## src/rtl/mem_stage_pkg.sv

```systemverilog
// Shared definitions for the pipeline stages: default widths, the stage
// FSM encoding and small decode helpers.
package mem_stage_pkg;

  localparam int DEF_DATA_W      = 32;
  localparam int DEF_REG_W       = 5;
  localparam int DEF_ACK_TIMEOUT = 255;

  typedef enum logic [1:0] {
    ST_IDLE   = 2'd0,
    ST_PASS   = 2'd1,
    ST_ACCESS = 2'd2
  } stage_state_e;

  // An instruction needs the data memory when it reads or writes it.
  function automatic logic is_mem_op(input logic mem_read, input logic mem_write);
    return mem_read | mem_write;
  endfunction

  // Width of a counter that must reach max_count (never narrower than 1 bit).
  function automatic int cnt_width(input int max_count);
    return (max_count < 2) ? 1 : $clog2(max_count + 1);
  endfunction

endpackage

```

## src/rtl/mem_stage_if.sv

```systemverilog
// Data-memory request/acknowledge bus between the memory stage (master)
// and the data memory (slave).
interface mem_stage_if import mem_stage_pkg::*; #(
  parameter int DATA_W = DEF_DATA_W
);
  logic              req;
  logic              we;
  logic [DATA_W-1:0] addr;
  logic [DATA_W-1:0] wdata;
  logic [DATA_W-1:0] rdata;
  logic              ack;

  modport master (output req, we, addr, wdata, input rdata, ack);
  modport slave  (input req, we, addr, wdata, output rdata, ack);
endinterface

```

## src/rtl/mem_stage_stage_reg.sv

```systemverilog
// Generic pipeline register with load enable and synchronous clear,
// used for both the EX/MEM and MEM/WB registers.
module stage_reg #(
  parameter int W = 32
) (
  input  logic         clk,
  input  logic         reset,
  input  logic         i_en,
  input  logic         i_clr,
  input  logic [W-1:0] i_d,
  output logic [W-1:0] o_q
);
  logic [W-1:0] r_q;

  // Clear on reset or request, load when enabled, otherwise hold.
  always_ff @(posedge clk) begin
    if (reset || i_clr) begin
      r_q <= {W{1'b0}};
    end else if (i_en) begin
      r_q <= i_d;
    end else begin
      r_q <= r_q;
    end
  end

  assign o_q = r_q;
endmodule

```

## src/rtl/mem_stage.sv

```systemverilog
// Memory stage: latches EX results, redirects IF on taken branches,
// performs loads/stores over the dmem handshake (with optional timeout)
// and feeds the MEM/WB register.
module mem_stage import mem_stage_pkg::*; #(
  parameter int DATA_W      = DEF_DATA_W,
  parameter int REG_W       = DEF_REG_W,
  parameter int ACK_TIMEOUT = DEF_ACK_TIMEOUT
) (
  input  logic              clk,
  input  logic              reset,
  input  logic              i_ex_valid,
  input  logic [DATA_W-1:0] i_ex_alu_out,
  input  logic [DATA_W-1:0] i_ex_write_data,
  input  logic [REG_W-1:0]  i_ex_rd,
  input  logic              i_ex_branch,
  input  logic [DATA_W-1:0] i_ex_branch_target,
  input  logic              i_ex_mem_read,
  input  logic              i_ex_mem_write,
  input  logic              i_ex_reg_write,
  input  logic              i_ex_mem_to_reg,
  output logic              o_stall_out,
  output logic              o_pc_src,
  output logic [DATA_W-1:0] o_branch_target,
  mem_stage_if.master       dmem,
  output logic              o_wb_valid,
  output logic              o_wb_reg_write,
  output logic [REG_W-1:0]  o_wb_rd,
  output logic [DATA_W-1:0] o_wb_data,
  output logic              o_mem_err
);
  // EX/MEM layout, LSB first: mem_to_reg, reg_write, mem_write, rd, target, wdata, alu
  localparam int OFF_RW  = 1;
  localparam int OFF_MW  = 2;
  localparam int OFF_RD  = 3;
  localparam int OFF_TGT = OFF_RD + REG_W;
  localparam int OFF_WD  = OFF_TGT + DATA_W;
  localparam int OFF_ALU = OFF_WD + DATA_W;
  localparam int EXM_W   = OFF_ALU + DATA_W;
  localparam int MWB_W   = 1 + REG_W + DATA_W;

  localparam int               CNT_W   = cnt_width(ACK_TIMEOUT);
  localparam bit               TO_EN   = (ACK_TIMEOUT != 0);
  localparam logic [CNT_W-1:0] TO_LAST = CNT_W'(ACK_TIMEOUT - 1);

  stage_state_e      r_state;
  logic [CNT_W-1:0]  r_cnt;
  logic              r_dmem_req;
  logic              r_dmem_we;
  logic              r_pc_src;
  logic              r_mem_err;
  logic              r_wb_valid;

  logic [EXM_W-1:0]  w_exm_d;
  logic [EXM_W-1:0]  w_exm_q;
  logic [MWB_W-1:0]  w_mwb_d;
  logic [MWB_W-1:0]  w_mwb_q;

  logic              w_stall;
  logic              w_accept;
  logic              w_timeout;
  logic              w_retire;
  stage_state_e      w_seq_state;
  stage_state_e      w_next_state;
  logic [CNT_W-1:0]  w_seq_cnt;
  logic [CNT_W-1:0]  w_next_cnt;
  logic              w_seq_we;
  logic              w_next_we;

  logic [DATA_W-1:0] w_m_alu;
  logic [DATA_W-1:0] w_m_wdata;
  logic [DATA_W-1:0] w_m_tgt;
  logic [REG_W-1:0]  w_m_rd;
  logic              w_m_mem_write;
  logic              w_m_reg_write;
  logic              w_m_mem_to_reg;

  assign w_exm_d = {i_ex_alu_out, i_ex_write_data, i_ex_branch_target, i_ex_rd,
                    i_ex_mem_write, i_ex_reg_write, i_ex_mem_to_reg};

  assign w_m_alu        = w_exm_q[OFF_ALU +: DATA_W];
  assign w_m_wdata      = w_exm_q[OFF_WD  +: DATA_W];
  assign w_m_tgt        = w_exm_q[OFF_TGT +: DATA_W];
  assign w_m_rd         = w_exm_q[OFF_RD  +: REG_W];
  assign w_m_mem_write  = w_exm_q[OFF_MW];
  assign w_m_reg_write  = w_exm_q[OFF_RW];
  assign w_m_mem_to_reg = w_exm_q[0];

  // Upstream holds only while an access is outstanding and not acked this cycle.
  assign w_stall   = (r_state == ST_ACCESS) & ~dmem.ack;
  assign w_accept  = i_ex_valid & ~w_stall;
  assign w_timeout = TO_EN & w_stall & (r_cnt == TO_LAST);

  stage_reg #(.W(EXM_W)) u_ex_mem (
    .clk   (clk),
    .reset (reset),
    .i_en  (w_accept),
    .i_clr (1'b0),
    .i_d   (w_exm_d),
    .o_q   (w_exm_q)
  );

  // Decide retirement, MEM/WB contents and where the held instruction goes next.
  always_comb begin
    w_retire    = 1'b0;
    w_mwb_d     = {1'b0, w_m_rd, w_m_alu};
    w_seq_state = ST_IDLE;
    w_seq_cnt   = {CNT_W{1'b0}};
    w_seq_we    = 1'b0;
    case (r_state)
      ST_PASS: begin
        w_retire = 1'b1;
        w_mwb_d  = {w_m_reg_write, w_m_rd, w_m_alu};
      end
      ST_ACCESS: begin
        if (dmem.ack) begin
          // Ack wins even on the timeout cycle; a store never writes a register.
          w_retire = 1'b1;
          w_mwb_d  = {w_m_reg_write & w_m_mem_to_reg & ~w_m_mem_write, w_m_rd,
                      w_m_mem_write ? w_m_alu : dmem.rdata};
        end else if (w_timeout) begin
          w_retire = 1'b1;
          w_mwb_d  = {1'b0, w_m_rd, w_m_alu};
        end else begin
          w_seq_state = ST_ACCESS;
          w_seq_cnt   = r_cnt + CNT_W'(1);
          w_seq_we    = w_m_mem_write;
        end
      end
      default: begin
        w_retire = 1'b0;
      end
    endcase
  end

  assign w_next_state = w_accept ? (is_mem_op(i_ex_mem_read, i_ex_mem_write) ? ST_ACCESS : ST_PASS)
                                 : w_seq_state;
  assign w_next_cnt   = w_accept ? {CNT_W{1'b0}} : w_seq_cnt;
  assign w_next_we    = w_accept ? i_ex_mem_write : w_seq_we;

  stage_reg #(.W(MWB_W)) u_mem_wb (
    .clk   (clk),
    .reset (reset),
    .i_en  (w_retire),
    .i_clr (1'b0),
    .i_d   (w_mwb_d),
    .o_q   (w_mwb_q)
  );

  // Stage FSM with registered request, redirect, error and retire flags.
  always_ff @(posedge clk) begin
    if (reset) begin
      r_state    <= ST_IDLE;
      r_cnt      <= {CNT_W{1'b0}};
      r_dmem_req <= 1'b0;
      r_dmem_we  <= 1'b0;
      r_pc_src   <= 1'b0;
      r_mem_err  <= 1'b0;
      r_wb_valid <= 1'b0;
    end else begin
      r_state    <= w_next_state;
      r_cnt      <= w_next_cnt;
      r_dmem_req <= (w_next_state == ST_ACCESS);
      r_dmem_we  <= (w_next_state == ST_ACCESS) & w_next_we;
      r_pc_src   <= w_accept & i_ex_branch;
      r_mem_err  <= w_timeout;
      r_wb_valid <= w_retire;
    end
  end

  assign o_stall_out     = w_stall;
  assign o_pc_src        = r_pc_src;
  assign o_branch_target = w_m_tgt;
  assign dmem.req        = r_dmem_req;
  assign dmem.we         = r_dmem_we;
  assign dmem.addr       = w_m_alu;
  assign dmem.wdata      = w_m_wdata;
  assign o_wb_valid      = r_wb_valid;
  assign o_wb_reg_write  = w_mwb_q[MWB_W-1];
  assign o_wb_rd         = w_mwb_q[DATA_W +: REG_W];
  assign o_wb_data       = w_mwb_q[DATA_W-1:0];
  assign o_mem_err       = r_mem_err;
endmodule

```

## src/flat_wrapper.sv

```systemverilog
// flat-port wrapper written by rule: the top's interface ports become plain ports
module mem_stage_flat import mem_stage_pkg::*;
#(
  parameter int DATA_W      = DEF_DATA_W,
  parameter int REG_W       = DEF_REG_W,
  parameter int ACK_TIMEOUT = DEF_ACK_TIMEOUT
)
  (clk, reset, i_ex_valid, i_ex_alu_out, i_ex_write_data, i_ex_rd, i_ex_branch, i_ex_branch_target, i_ex_mem_read, i_ex_mem_write, i_ex_reg_write, i_ex_mem_to_reg, o_stall_out, o_pc_src, o_branch_target, o_wb_valid, o_wb_reg_write, o_wb_rd, o_wb_data, o_mem_err, dmem_req, dmem_we, dmem_addr, dmem_wdata, dmem_rdata, dmem_ack);
  mem_stage_if #(.DATA_W(DATA_W)) dmem_i ();
  input  logic clk;
  input  logic reset;
  input  logic i_ex_valid;
  input  logic [DATA_W-1:0] i_ex_alu_out;
  input  logic [DATA_W-1:0] i_ex_write_data;
  input  logic [REG_W-1:0] i_ex_rd;
  input  logic i_ex_branch;
  input  logic [DATA_W-1:0] i_ex_branch_target;
  input  logic i_ex_mem_read;
  input  logic i_ex_mem_write;
  input  logic i_ex_reg_write;
  input  logic i_ex_mem_to_reg;
  output logic o_stall_out;
  output logic o_pc_src;
  output logic [DATA_W-1:0] o_branch_target;
  output logic o_wb_valid;
  output logic o_wb_reg_write;
  output logic [REG_W-1:0] o_wb_rd;
  output logic [DATA_W-1:0] o_wb_data;
  output logic o_mem_err;
  output wire logic [$bits(dmem_i.req)-1:0] dmem_req;
  output wire logic [$bits(dmem_i.we)-1:0] dmem_we;
  output wire logic [$bits(dmem_i.addr)-1:0] dmem_addr;
  output wire logic [$bits(dmem_i.wdata)-1:0] dmem_wdata;
  input wire logic [$bits(dmem_i.rdata)-1:0] dmem_rdata;
  input wire logic [$bits(dmem_i.ack)-1:0] dmem_ack;
  assign dmem_req = dmem_i.req;
  assign dmem_we = dmem_i.we;
  assign dmem_addr = dmem_i.addr;
  assign dmem_wdata = dmem_i.wdata;
  assign dmem_i.rdata = dmem_rdata;
  assign dmem_i.ack = dmem_ack;
  mem_stage #(.DATA_W(DATA_W), .REG_W(REG_W), .ACK_TIMEOUT(ACK_TIMEOUT)) u_core (.clk(clk), .reset(reset), .i_ex_valid(i_ex_valid), .i_ex_alu_out(i_ex_alu_out), .i_ex_write_data(i_ex_write_data), .i_ex_rd(i_ex_rd), .i_ex_branch(i_ex_branch), .i_ex_branch_target(i_ex_branch_target), .i_ex_mem_read(i_ex_mem_read), .i_ex_mem_write(i_ex_mem_write), .i_ex_reg_write(i_ex_reg_write), .i_ex_mem_to_reg(i_ex_mem_to_reg), .o_stall_out(o_stall_out), .o_pc_src(o_pc_src), .o_branch_target(o_branch_target), .dmem(dmem_i), .o_wb_valid(o_wb_valid), .o_wb_reg_write(o_wb_reg_write), .o_wb_rd(o_wb_rd), .o_wb_data(o_wb_data), .o_mem_err(o_mem_err));
endmodule
```

## config.mk

```make
export PLATFORM = sky130hd
export DESIGN_NAME = mem_stage_flat
export DESIGN_NICKNAME = d
export VERILOG_FILES = /design/src/rtl/mem_stage_pkg.sv /design/src/rtl/mem_stage_if.sv /design/src/rtl/mem_stage_stage_reg.sv /design/src/rtl/mem_stage.sv /design/src/flat_wrapper.sv
export SDC_FILE = /design/constraint.sdc
export NUM_CORES = 1
export LEC_CHECK = 0
export CORE_UTILIZATION = 45
export CTS_CLUSTER_SIZE = 20
export DETAILED_ROUTE_END_ITERATION = 10
export PLACE_DENSITY = 0.85
export SYNTH_ARGS = -nofsm -noshare
export SYNTH_HDL_FRONTEND = slang
export SYNTH_SLANG_ARGS = --single-unit
export TNS_END_PERCENT = 100
```

## constraint.sdc

```tcl
create_clock -name clk -period 3.4 [get_ports clk]
set_input_delay 0.85 -clock clk [delete_from_list [all_inputs] [get_ports clk]]
set_output_delay 0.85 -clock clk [all_outputs]
set_load 0.005 [all_outputs]
```

Yosys cells after proc, flatten, opt, wreduce, memory -nomap -nowiden
Index checks and enable logic that the tools add are counted.

Add/subtract/negate cells: 1. Equality and inequality tests: 4. Mux-type cells: 15. Bitwise operators: 12. Reductions and logical operators: 1.

Operators with widths (number): $pmux 38 s2 (1); $mux 38 (1); $mux 32 (1); $mux 2 (5); $add 8x1->8 const B (1); $eq 8x8->1 const B (1); $and 1x1->1 (7); $mux 1 (6); $reduce_or 5->1 (1); $eq 2x2->1 const B (2); $not 1->1 (4); $eq 2x1->1 const B (1); $pmux 1 s2 (1); $or 1x1->1 (1).

Register bits after elaboration: 157. Input port bits: 142. Output and inout port bits: 140. Word-level logic and storage cells: 42.

Longest topological paths before layout
Gate-level depths: netlist (run 1).

Depth after elaboration: 9. Depth in mapped cells: 9. Gate-level depth less buffers: 7.

By module
Synthesis (run 1) repeated with hierarchy kept, for this count alone.

Cell total of the unflattened synthesis: 572. Area, all modules: 6083.3 um^2.

Modules (own cells, without submodules): stage_reg at u_core.u_ex_mem (times used 1, cells each 337, area an instance 3722.3 um^2, sequential area each 2082.0 um^2); stage_reg at u_core.u_mem_wb (times used 1, cells each 123, area an instance 1366.3 um^2, sequential area each 760.7 um^2); mem_stage (times used 1, cells each 112, area an instance 994.7 um^2, sequential area each 280.3 um^2).

Worst setup path before layout (run 1)
No wires, ideal clock.

Path kind: input to output. Start point: in dmem_ack. End point: out o_stall_out. Data arrival time: 1087 ps. Data required time: 2550 ps. Setup slack: 1463 ps. Stages on the path: 2. Path buffers: 0. Path through: nand2b_1 > inv_1.

Cells in the longest elaborated chain, start to end: 2.

RTL lines: start, declared (RTL line flat_wrapper.sv:35) `input wire logic [$bits(dmem_i.ack)-1:0] dmem_ack;`; $not 1->1 (RTL line mem_stage.sv:89) `assign w_stall = (r_state == ST_ACCESS) & ~dmem.ack;`; $and 1x1->1 (RTL line mem_stage.sv:89); end, declared (RTL line flat_wrapper.sv:22) `output logic o_stall_out;`.

Every way passes these cells.

Worst setup path in the final report (run 1)
Same ends and word-level chain as after synthesis.

==> flow_metrics.py, run 1 <==
metrics = {
    "power_and_ir_drop": {
        "power.density_nw_per_um2": 489,
        "power_leakage_nw": 3.39,
        "ir_worst_vdd_v": 0.000512,
    },
    "timing": {
        "finalMaxSlewViolations": 0,
        "period_share": 0.925,
        "slew_headroom": 0.579,
        "setup_viol": 0,
        "tightest_slew_ps": 632,
        "rsz0062_at_grt": "false",
        "finalHoldViolCount": 0,
        "clock-skew-final_ps": 8.07,
        "period_needed_ps": 3150,
        "fin_tns_setup_ps": 0,
        "setup_ws_ps": 254,
        "max_freq_mhz": 318,
    },
    "critical_path": {
        "cp_common_cell": "clkdlybuf4s50_1",
        "rr_endpoint": "u_core.u_mem_wb.o_q[37]",
        "critPathMaxFanout": 7,
        "critical_path_class": "in2out",
        "endpoint_kind": "output port",
        "crit_cells": 4,
        "crit_start": "dmem_ack",
        "rr_startpoint": "u_core.dmem.req",
        "cpMaxStageDelayCell": "clkdlybuf4s50_1",
        "slowest_delay_ps": 530,
        "r2r_cells": 7,
        "start_kind": "input pin",
        "reg2reg_slack_ps": 1350,
        "arrival_ps": 2300,
        "cp.required_ps": 2550,
        "worstSetupEndpoint": "o_stall_out",
        "cp_cell_sequence": "clkdlybuf4s50_1 > nand2b_1 > inv_1 > clkdlybuf4s50_1",
        "critPathBufInv": 3,
        "cp_top_family": "buffers and inverters",
    },
    "finish": {
        "fillers": 1091,
        "antenna_cells": 0,
        "area_delta_synth_final_pct": 44.3,
        "ff_latch_area_sq_um": 3120,
        "multi_input_area_sq_um": 2270,
        "final_cells": 1100,
        "drive_gt1_frac": 0.0543,
        "fin_nets": 1053,
    },
    "clocking": {
        "clk_pin_slew_worst_paths_ps": 60,
        "clockRootBuffer": "clkbuf_16",
        "cts_setup_buffers": 0,
        "insertion_delay_ps": 420,
        "cts_made_buffers": 17,
        "post_cts_resized": 0,
        "cts_tree": "yes",
        "cts.sinks": 156,
        "ctsHoldBuffers": 0,
        "clock_path_buffers": 2,
        "htree_levels": 4,
    },
    "synthesis": {
        "syn_nets": 887,
        "synth_seq_cells": 156,
        "synth_flop_cell": "dfxtp_1",
        "seq_area_frac_synth": 0.490,
        "ys_warn_count": 0,
        "synth_area_sq_um": 6370,
        "synth-edff-count": 0,
        "synthDistinctLibCells": 35,
        "async_flop_share": 0,
        "synthCells": 741,
        "synth.avg_cell_area_sq_um": 8.60,
    },
    "drt": {
        "drc_errors": 0,
        "totalWireLength_um": 17600,
        "first_pass_iters": 4,
        "drtIter0Drc": 301,
        "antenna_left": 0,
        "dr_total_vias": 5545,
        "viasPerCell": 5.04,
        "routedWlPerCell_um": 16.0,
    },
    "global_route": {
        "antenna_found_initial": 0,
        "grt_pass1_vias": 5507,
        "grt_max_degree": 61,
        "overflow": 0,
        "grt_first_pass_wirelength_um": 27300,
        "grt_usage": 0.241,
    },
    "status": {
        "outcome": "complete, no violations",
    },
    "placed_design": {
        "dp.cells": 1068,
        "io_buffers": 281,
        "gp_congestion": 0.794,
        "pre_cts_ws_ps": 258,
        "dpl.hpwl_um": 12000,
    },
    "floorplan": {
        "die_area_sq_um": 14600,
        "initial_core_util": 0.461,
        "rows": 43,
        "coreArea_sq_um": 13800,
        "io_pins": 282,
        "die_x_um": 121,
        "dieHeight_um": 121,
    },
    "run": {
        "cap_violations": 0,
    },
    "min_path": {
        "timing.hold.worst.class": "reg2reg",
        "hold_depth": 2,
    },
}
==> cells by family after synthesis <==
kind of cell             Yosys count  synth area share
AND/OR/NAND/NOR                  241             0.150
AO/OA/AOI/OAI                    183             0.188
flip-flops                       156             0.490
buffers and inverters            151             0.156
XOR/XNOR                           6           0.00825
adder cells (fa/ha/maj)            4           0.00785
==> worst register-to-register path: stages (launching register included) <==
cell,delay (ps)
dfxtp_1,370
inv_1,60
ha_1,340
nor2b_1,300
nand2_1,110
o32a_4,430
inv_2,210
a32o_1,170
==> worst min path at each step <==
stage	startpoint	to	slack, ps
after floorplan	u_core.r_cnt[0]	u_core.r_cnt[0]	430
after global placement	u_core.u_ex_mem.o_q[13]	u_core.u_ex_mem.o_q[13]	440
after detailed placement	u_core.u_mem_wb.o_q[21]	u_core.u_mem_wb.o_q[21]	450
after CTS	u_core.u_ex_mem.o_q[13]	u_core.u_ex_mem.o_q[13]	450
after global routing	u_core.u_ex_mem.o_q[50]	u_core.u_ex_mem.o_q[50]	470
final	u_core.u_ex_mem.o_q[31]	u_core.u_ex_mem.o_q[31]	450
==> cells in the final DEF, fill, tap and decap left out, types with 3 or more instances in the layout <==
| master | n |
|---|---|
| bufinv_16 | 3 |
| a22oi_1 | 32 |
| buf_4 | 7 |
| clkbuf_1 | 3 |
| o2bb2ai_2 | 3 |
| xor2_1 | 3 |
| xnor2_1 | 3 |
| a22o_1 | 5 |
| o2bb2ai_1 | 29 |
| a21oi_1 | 106 |
| and3_1 | 3 |
| clkbuf_16 | 17 |
| clkbuf_8 | 3 |
| inv_1 | 6 |
| ha_1 | 4 |
| nand2_1 | 212 |
| clkdlybuf4s50_1 | 280 |
| nor2_1 | 10 |
| nand3_1 | 4 |
| buf_12 | 4 |
| dfxtp_1 | 156 |
==> power breakdown <==
part / total (mW) / switching, mW / leakage [nW] / internal, mW
combinational: 0.588 / 0.244 / 1.82 / 0.344
clock: 1.95 / 0.735 / 0.298 / 1.22
sequential: 1.95 / 0.0464 / 1.28 / 1.91
total: 4.50 / 1.03 / 3.39 / 3.47
==> registers in the layout, indices dropped and copies added, names as in the netlist <==
name	flops
u_core.u_ex_mem.o_q	104
u_core.u_mem_wb.o_q	38
u_core.r_cnt	8
u_core.dmem.req	1
u_core.dmem.we	1
u_core.o_mem_err	1
u_core.o_pc_src	1
u_core.o_wb_valid	1
u_core.r_state	1
==> synth_stat cells (4+ instances only) <==
cell type	n	area (sq um)
a21oi_1	106	531
buf_2	16	80.1
nand3_1	4	20.0
buf_4	103	773
a22o_1	5	43.8
nor2_1	10	37.5
nand2_1	213	800
a22oi_1	32	240
inv_1	6	22.5
clkbuf_1	22	82.6
ha_1	4	50.1
o2bb2ai_1	29	254
dfxtp_1	156	3120
==> final cells by class <==
class,count,area share
multi-input combinational,434,0.247
timing repair buffer,291,0.319
clock inverter,9,0.0146
tap,180,0.0245
sequential,156,0.340
inverter,7,0.00286
clock buffer,23,0.0520
==> stage by stage <==
step	power, mW	area, sq um	utilization	hold slack, ps
floorplan	2.29	6370	-	430
global placement	2.57	8580	0.621	441
detailed placement	2.58	8580	0.621	446
CTS	4.54	9200	0.665	454
global route	4.68	9200	0.665	469
finish	4.50	9200	0.665	452
==> metal layers <==
layer  global-route usage  part of all wire  wire length (um)  up-vias
met5                    0                 0                 0        -
met4               0.0949             0.016               290        0
met3                0.102              0.11              1930       21
met2                0.415              0.49              8620      251
met1                0.261              0.38              6740     2560
li1                     -                 -                 -     2713
Note: power is estimated with default switching activity, not from simulation.
==> run 2, diff against run 1 <==
SLEW_MARGIN = 40   (was not set)
==> results of run 2 <==
The final DEF is identical to that of run 1; final timing and power are the same.
==> variant, RTL diff (config.mk and constraints of run 2) <==
Put one more register stage on the output `o_mem_err`, without a reset. The value now appears one clock later. The other outputs are not delayed to match.
--- a/src/rtl/mem_stage.sv
+++ b/src/rtl/mem_stage.sv
@@ -179,5 +179,7 @@
   assign o_wb_rd         = w_mwb_q[DATA_W +: REG_W];
   assign o_wb_data       = w_mwb_q[DATA_W-1:0];
-  assign o_mem_err       = r_mem_err;
+  always_ff @(posedge clk) begin
+    o_mem_err <= r_mem_err;
+  end
 endmodule
 
Behaviour: same outputs for any inputs over 4 cycles, from zero or initial values and one cycle with reset high; that may be too few to reach the edited logic, so the function may still have changed.
==> variant against run 2 <==
Synthesized area grew 0.31%; worst setup slack gained 74 ps; count of clock-buffer cells in the layout is 1 lower; power fell by 0.29%; critical endpoint unchanged; maximum frequency up 2.4%; first-iteration DRC count fell by 9.6%; largest cell class unchanged; die area up 0.31%; sequential cell count rose by 1; largest power group unchanged; routed wire length shrank 2.9%; design area is essentially flat.
==> variant: results (changes against run 2) <==
| Metric | Value |
|---|---|
| Global-route wire length before repair | `26000 um (-4.8%)` |
| Fillers | `1117 (+2.4%)` |
| Hold-fix buffers, CTS | `0 (unchanged)` |
| Yosys warns | `0 (unchanged)` |
| Input/output buffers | `281 (unchanged)` |
| Layout Nets | `1054 (+0.095%)` |
| Diodes inserted | `0 (unchanged)` |
| Outcome | `finished, final reports clean` |
| Complex-gate fraction of the synthesized area | `18.7% (-0.059 points)` |
| Clk pin slew, worst setup/hold paths | `60 ps (about the same)` |
| Worst min path class | `flop to flop` |
| Max_slew headroom | `54.5% (-3.4 points)` |
| DR iter-0 viols | `272 (-9.6%)` |
| Cts repair resizes | `0 (unchanged)` |
| Reg2reg path depth | `7 (unchanged)` |
| CP max FO | `7 (unchanged)` |
| Initial antenna violation count | `0 (unchanged)` |
| Clk Tree Root Cell | `clkbuf_16` |
| Skew-Pair Late Insertion Delay | `410 ps` |
| Clock Tree Buf Depth | `2 (unchanged)` |
| Largest net degree at the start of global routing | `65 (+6.6%)` |
| Area Growth Syn to Fin | `44.0%` |
| Hold endpoint | `u_core.o_mem_err` |
| Seq/Total Area, Yosys | `49.2% (+0.16 points)` |
| HP Start | `u_core.r_mem_err` |
| R2R setup slack | `1400 ps (+50 ps)` |
| Post CTS Setup Buffer Count | `0 (unchanged)` |
| Clock Skew | `6.85 ps (-1.22 ps)` |
| Final wirelength | `17100 um (-2.9%)` |
| Num CTS Buffers | `17 (unchanged)` |
| Worst R2R End | `u_core.u_mem_wb.o_q[37]` |
| Post-Synth XOR/XNOR Area | `0.822% (-0.0026 points)` |
| Pre-Repair DR Iteration Count | `4 (unchanged)` |
| Reg2reg start | `u_core.dmem.req` |
| Peak VDD IR | `0.347 mV (-32%)` |
| Max FFs per register | `104 (unchanged)` |
| Internal cell power | `3480 uW (+0.14%)` |
| Critical Path Source | `dmem_ack` |
| Gpl congestion | `0.764 (-3.8%)` |
| Post-DP HPWL | `11700 um (-2.2%)` |
| Synth top area cells | `dfxtp_1, nand2_1, buf_4` |
| H-tree levels | `4 (unchanged)` |
| Vias per inst | `4.96 (-1.5%)` |
| Asr flop ratio synth | `0% (unchanged)` |
| Mux cell area share after synthesis | `0% (unchanged)` |
| Number of global-route vias before repair | `5332 (-3.2%)` |
| Placed Area | `8590 um^2 (about the same)` |
| Synth top cells by count | `nand2_1, dfxtp_1, a21oi_1, buf_4, a22oi_1` |
| Cells on Worst Hold Path | `0 (-2)` |
| Distinct cell type count after synthesis | `35 (unchanged)` |
| Global Route Usage Sum | `22.9% (-1.2 points)` |
| Total leakage power | `0.00339 uW (about the same)` |
| Adder-cell share of the synthesized area | `0.783% (-0.0025 points)` |
| Syn nets | `888 (+0.11%)` |
| Share of layout cells above drive strength 1 | `5.54% (+0.10 points)` |
| Setup WS pre-CTS | `331 ps (+72.5 ps)` |
## variant: layer usage
layer	vias up	track usage (%)	routed length [um]
li1	2709	-	-
met1	2505	24.9	6670
met2	228	39.4	8340
met3	23	9.96	1760
met4	0	8.18	301
met5	-	0	0
## variant: worst max-delay path: stages
cell             delay [ps]
clkdlybuf4s50_1         500
nand2b_1                270
inv_1                   110
clkdlybuf4s50_1         500
## variant: cells by family after synthesis
| group | after synthesis |
|---|---|
| AOI/OAI and AO/OA | 183 |
| adders and majority gates | 4 |
| buffers and inverters | 151 |
| and+or+nand+nor | 241 |
| DFF | 157 |
| xor gates and xnor gates | 6 |
## variant: per-stage QoR
step           instances  hold slack, ps  power [uW]
2_1_floorplan        742             310        2300
3_3_place_gp        1069             333        2580
3_5_place_dp        1069             333        2590
4_1_cts             1101             348        4530
5_1_grt             1101             363        4670
6_report            1101             354        4480
## variant: power by group through the flow
stage,combinational [uW],sequential (uW),clock (uW)
2_1_floorplan,308,1990,0
3_3_place_gp,577,2000,0
3_5_place_dp,583,2010,0
4_1_cts,588,1970,1970
5_1_grt,634,1980,2060
6_report,585,1970,1930
## variant: final cells by class
class                           instances  share of cell area (%)
Clock buffer                           22                    5.15
Clock inverter                         10                    1.50
Inverter                                7                   0.285
Multi-Input combinational cell        434                    24.7
Sequential cell                       157                    34.1
Tap cell                              180                    2.45
Timing Repair Buffer                  291                    31.8
## variant: worst max path at each step
| stage | to | slack, ps | cells after the start |
|---|---|---|---|
| 6_report | o_stall_out | 330 | 4 |
| 5_1_grt | o_stall_out | 270 | 4 |
| 2_1_floorplan | o_stall_out | 1460 | 2 |
| 4_1_cts | o_stall_out | 330 | 4 |
| 3_5_place_dp | o_stall_out | 330 | 4 |
| 3_3_place_gp | o_stall_out | 350 | 4 |
